[src/rtl/cpu_checker_hex_field_parser.sv]
// rtl/cpu_checker_hex_field_parser.sv - streaming ASCII hex-field parser with length/overflow checking
// Accumulates a run of hex digits and reports value, digit count and terminator at field end.
module cpu_checker_hex_field_parser #(
   parameter  int MAX_DIGITS  = 8,
   parameter  int EXACT       = 0,
   parameter  int ALLOW_UPPER = 1,
   localparam int VALUE_W     = 4 * MAX_DIGITS,
   localparam int CNT_W       = $clog2(MAX_DIGITS + 1)
) (
   input  logic               clk,
   input  logic               reset_n,
   input  logic [7:0]         char_in,
   input  logic               char_valid,
   input  logic               flush,
   output logic [VALUE_W-1:0] value,
   output logic [CNT_W-1:0]   digit_cnt,
   output logic [7:0]         term_char,
   output logic               done,
   output logic               err,
   output logic [1:0]         err_code,
   output logic               busy
);

   typedef enum logic [1:0] {S_IDLE, S_DIGITS, S_SKIP} state_t;

   localparam logic [CNT_W-1:0] CNT_MAX = CNT_W'(MAX_DIGITS);

   state_t             state_q, state_d;
   logic [VALUE_W-1:0] acc_q, acc_d;
   logic [CNT_W-1:0]   cnt_q, cnt_d;
   logic [VALUE_W-1:0] value_q, value_d;
   logic [CNT_W-1:0]   digit_cnt_q, digit_cnt_d;
   logic [7:0]         term_q, term_d;
   logic               done_q, done_d;
   logic               err_q, err_d;
   logic [1:0]         err_code_q, err_code_d;

   logic               is_hex;
   logic [3:0]         nibble;

   always_comb begin
      is_hex = 1'b0;
      nibble = 4'h0;
      if (char_in >= 8'h30 && char_in <= 8'h39) begin
         is_hex = 1'b1;
         nibble = 4'(char_in - 8'h30);
      end else if (char_in >= 8'h61 && char_in <= 8'h66) begin
         is_hex = 1'b1;
         nibble = 4'(char_in - 8'h57);
      end else if (ALLOW_UPPER != 0 && char_in >= 8'h41 && char_in <= 8'h46) begin
         is_hex = 1'b1;
         nibble = 4'(char_in - 8'h37);
      end
   end

   always_comb begin
      state_d     = state_q;
      acc_d       = acc_q;
      cnt_d       = cnt_q;
      value_d     = value_q;
      digit_cnt_d = digit_cnt_q;
      term_d      = term_q;
      done_d      = 1'b0;
      err_d       = 1'b0;
      err_code_d  = 2'b00;
      if (flush) begin
         state_d = S_IDLE;
         acc_d   = '0;
         cnt_d   = '0;
      end else if (char_valid) begin
         case (state_q)
            S_IDLE: begin
               if (is_hex) begin
                  acc_d   = VALUE_W'(nibble);
                  cnt_d   = CNT_W'(1);
                  state_d = S_DIGITS;
               end
            end
            S_DIGITS: begin
               if (is_hex) begin
                  if (cnt_q == CNT_MAX) begin
                     state_d = S_SKIP;
                  end else begin
                     acc_d = (acc_q << 4) | VALUE_W'(nibble);
                     cnt_d = cnt_q + CNT_W'(1);
                  end
               end else begin
                  digit_cnt_d = cnt_q;
                  term_d      = char_in;
                  if (EXACT != 0 && cnt_q != CNT_MAX) begin
                     err_d      = 1'b1;
                     err_code_d = 2'b10;
                  end else begin
                     done_d  = 1'b1;
                     value_d = acc_q;
                  end
                  state_d = S_IDLE;
                  acc_d   = '0;
                  cnt_d   = '0;
               end
            end
            S_SKIP: begin
               // cnt stays at CNT_MAX while overflow digits are discarded
               if (!is_hex) begin
                  digit_cnt_d = CNT_MAX;
                  term_d      = char_in;
                  err_d       = 1'b1;
                  err_code_d  = 2'b01;
                  state_d     = S_IDLE;
                  acc_d       = '0;
                  cnt_d       = '0;
               end
            end
            default: state_d = S_IDLE;
         endcase
      end
   end

   always_ff @(posedge clk or negedge reset_n) begin
      if (!reset_n) begin
         state_q     <= S_IDLE;
         acc_q       <= '0;
         cnt_q       <= '0;
         value_q     <= '0;
         digit_cnt_q <= '0;
         term_q      <= '0;
         done_q      <= 1'b0;
         err_q       <= 1'b0;
         err_code_q  <= 2'b00;
      end else begin
         state_q     <= state_d;
         acc_q       <= acc_d;
         cnt_q       <= cnt_d;
         value_q     <= value_d;
         digit_cnt_q <= digit_cnt_d;
         term_q      <= term_d;
         done_q      <= done_d;
         err_q       <= err_d;
         err_code_q  <= err_code_d;
      end
   end

   assign value     = value_q;
   assign digit_cnt = digit_cnt_q;
   assign term_char = term_q;
   assign done      = done_q;
   assign err       = err_q;
   assign err_code  = err_code_q;
   assign busy      = (state_q != S_IDLE);

endmodule

[config.mk]
export PLATFORM = sky130hd
export DESIGN_NAME = cpu_checker_hex_field_parser
export DESIGN_NICKNAME = d
export VERILOG_FILES = /design/src/rtl/cpu_checker_hex_field_parser.sv
export SDC_FILE = /design/constraint.sdc
export NUM_CORES = 1
export LEC_CHECK = 0
export ABC_CLOCK_PERIOD_IN_PS = 3300
export CAP_MARGIN = 15
export CORE_UTILIZATION = 39
export DETAILED_ROUTE_END_ITERATION = 16
export PLACE_DENSITY_LB_ADDON = 0.2
export SLEW_MARGIN = 30
export SYNTH_ARGS = -nofsm -noshare
export SYNTH_HDL_FRONTEND = slang
export SYNTH_SLANG_ARGS = --single-unit
[constraint.sdc]
create_clock -name clk -period 3.3 [get_ports clk]
set_clock_uncertainty 0.1 [all_clocks]
set_input_delay 0.33 -clock clk [delete_from_list [all_inputs] [get_ports clk]]
set_output_delay 0.33 -clock clk [all_outputs]
set_load 0.02 [all_outputs]
==> impl_metrics.json <==
{
  "outcome": "completed",
  "dp_hpwl_mm": 4.51,
  "finalSetupTns_ps": 0,
  "synth_compound_area_share_pct": 14.6,
  "clock_path_buffers": 2,
  "fin_area_um2": 4670,
  "multi_input_area_um2": 1480,
  "register_area_um2": 2100,
  "maxCapViolCount": 0,
  "switching_share_pct": 26.9,
  "vias": 2370,
  "place_area_um2": 4450,
  "power.total_w": 0.00216,
  "cp_max_fo": 35,
  "clk-insertion-delay-late_ps": 350,
  "dp_slack_ps": 206,
  "ys_types": 56,
  "final_common_cell": "dfrtp_1",
  "cp.arrival_ps": 2840,
  "finalCritPeriodShare_pct": 82.1,
  "grt_pass1_wl_mm": 11.9,
  "power_density_nw_per_um2": 464,
  "setup.worst_path.class": "input port to flop",
  "grt_max_degree": 85,
  "cts_tree": "done",
  "synth_top_area_share_pct": 56.0,
  "m1WireLength_mm": 3.44,
  "synthFlopType": "dfrtp_1",
  "p_sw_w": 0.000583,
  "synth_cells": 274,
  "final_nets": 358,
  "yosys.area_share.simple_pct": 6.67,
  "finalSetupViolations": 0,
  "hold_path_class": "flop to flop",
  "area_delta_synth_final_pct": 24.4,
  "p_comb_share_pct": 14.1,
  "wire_per_inst_um": 14.5,
  "synth.area.mux_share_pct": 14.9,
  "dr.first_iter.drc_count": 151,
  "netlist_area_um2": 3750,
  "crit_required_ps": 3430,
  "track_usage_pct": 15.3,
  "h-tree-depth": 3,
  "drc": 0,
  "rows": 35,
  "wl_mm": 6.83,
  "netlist.top_cell.by_area": "dfrtp_1",
  "diodes": 0,
  "viasPerCell": 5.03,
  "antenna_found_initial": 0,
  "seqPwrFrac_pct": 50.7,
  "synth_nets": 295,
  "cp-end-kind": "flop",
  "top_layer_used": "met4",
  "whs_ps": 396,
  "mostFrequentLayoutCells": "84 x dfrtp_1, 58 x clkdlybuf4s50_1, 29 x mux2_1, 28 x a22o_1, 15 x inv_1",
  "met2_length_mm": 3.08,
  "synth_edf_count": 0,
  "start_kind": "input port",
  "async_reset_ff_share_pct": 100,
  "fillers": 869,
  "ant_nets": 0,
  "ios": 61,
  "seq_area_frac_synth_pct": 56.0,
  "cts.sinks": 84,
  "min_period_ps": 2710,
  "tightest_slew_ps": 729,
  "postSynthAreaPerCell_um2": 13.7,
  "synth_fa_ha_area_share_pct": 3.00,
  "grt.overflow.total": 0,
  "postCtsSetupRepairBufs": 0,
  "first_pass_iters": 4,
  "synth_seq_cells": 84,
  "relSlewSlack_pct": 51.4,
  "synth_xor_area_share_pct": 0.233,
  "synth_top_family_by_area": "multiplexers",
  "synth_warnings": 0,
  "grt_pass1_vias": 2377,
  "pwr-share-clk_pct": 35.2,
  "fin_ws_ps": 592,
  "root_buffer": "clkbuf_8",
  "rsz0062_at_grt": "no",
  "dr_wl_met3_um": 183,
  "fmax_mhz": 369,
  "core-area_um2": 9280,
  "numCtsBuffers": 9,
  "final_layout_size_suffix_gt1_share_pct": 14.6,
  "die-area_um2": 10000,
  "initial_core_util_pct": 40.4,
  "p_int_w": 0.00158,
  "die_h_um": 100,
  "path_clk_slew_ps": 90,
  "place_congestion": 0.750,
  "irDropWorstVdd_mv": 0.238,
  "die_w_um": 100,
  "synth_area_leaders": "dfrtp_1 56%, mux2_1 8.7%, a22o_1 6.5%",
  "p_leak_nw": 2.22,
  "drv_slew": 0,
  "port_buffers": 59,
  "final_hold_viol_count": 0
}
critical path: stages:
cell,delay [ps]
clkdlybuf4s50_1,520
inv_1,150
ha_1,190
nor3b_1,240
a311oi_2,70
buf_4,200
or2_4,270
o311ai_4,300
buf_12,250
mux2_4,310
metal layers:
layer	track usage (%)	vias to the layer above
met2	23.2	50
li1	-	1119
met4	6.35	0
met1	21.7	1192
met3	2.86	9
met5	0	-
registers in the layout, indices dropped and copies added (netlist names):
register,cells
acc_q,32
value,32
term_char,8
cnt_q,4
digit_cnt,4
state_q,2
done,1
err,1
area by class of cell:
type                       instances  share of cell area, %
inverter                          15                   1.21
clock inverter                     7                   1.72
sequential                        84                   45.0
multi-input combinational        161                   31.8
clock buffer                       9                   2.65
timing repair buffer              66                   14.1
tap                              129                   3.46
metrics by stage:
| step | utilization (%) | instances |
|---|---|---|
| after floorplan | - | 274 |
| after global placement | 47.9 | 454 |
| after detailed placement | 48.0 | 454 |
| after CTS | 50.3 | 471 |
| after global routing | 50.3 | 471 |
| final | 50.3 | 471 |
synth_stat cells, types with 3 or more instances:
cell type / n
o21ai_0: 3
a22o_1: 28
nor2_1: 7
mux2i_1: 5
mux2_1: 29
mux2_2: 11
dfrtp_1: 84
inv_1: 15
mux2_4: 4
o2bb2ai_1: 3
a21oi_1: 4
a31oi_1: 5
nand2_1: 5
ha_1: 9
buf_4: 6
nor2b_1: 3
buf_6: 4
nand2b_1: 3
worst paths after layout:
kind / endpoint / from / slack (ps) / cells after the start
min in group asynchronous: term_char[6]$_DFFE_PN0P_ / reset_n / 500 / 2
setup / recovery: cnt_q[0]$_DFFE_PN0P_ / char_in[0] / 590 / 10
hold reg to reg: value[29]$_DFFE_PN0P_ / acc_q[29]$_DFFE_PN0P_ / 400 / 1
max in group asynchronous: cnt_q[1]$_DFFE_PN0P_ / reset_n / 2110 / 2
hold / removal: value[29]$_DFFE_PN0P_ / acc_q[29]$_DFFE_PN0P_ / 400 / 1
setup reg to reg: cnt_q[0]$_DFFE_PN0P_ / state_q[1]$_DFFE_PN0P_ / 730 / 8
power by group through the flow:
stage	Clock (W)	Sequential [W]	Combinational, W
floorplan	0	0.00117	0.000113
global placement	0	0.00112	0.000305
detailed placement	0	0.00112	0.000308
CTS	0.000785	0.00110	0.000310
global route	0.000826	0.00110	0.000330
finish	0.000763	0.00110	0.000305
repair_timing:
item	4_1_cts	5_1_grt
hold endpoints to repair	84	0
hold buffers	1	0
gates resized for setup	0	0
cells by family (layout without fill, tap and decap cells):
group,Yosys count,count (layout)
DFF,84,84
AOI/OAI and AO/OA,64,64
muxes,49,49
and+or+nand+nor,37,37
buffers and inverters,29,97
adders and majority gates,9,9
other,1,1
xor gates and xnor gates,1,1
No activity file was read; power rests on OpenSTA's default activity.
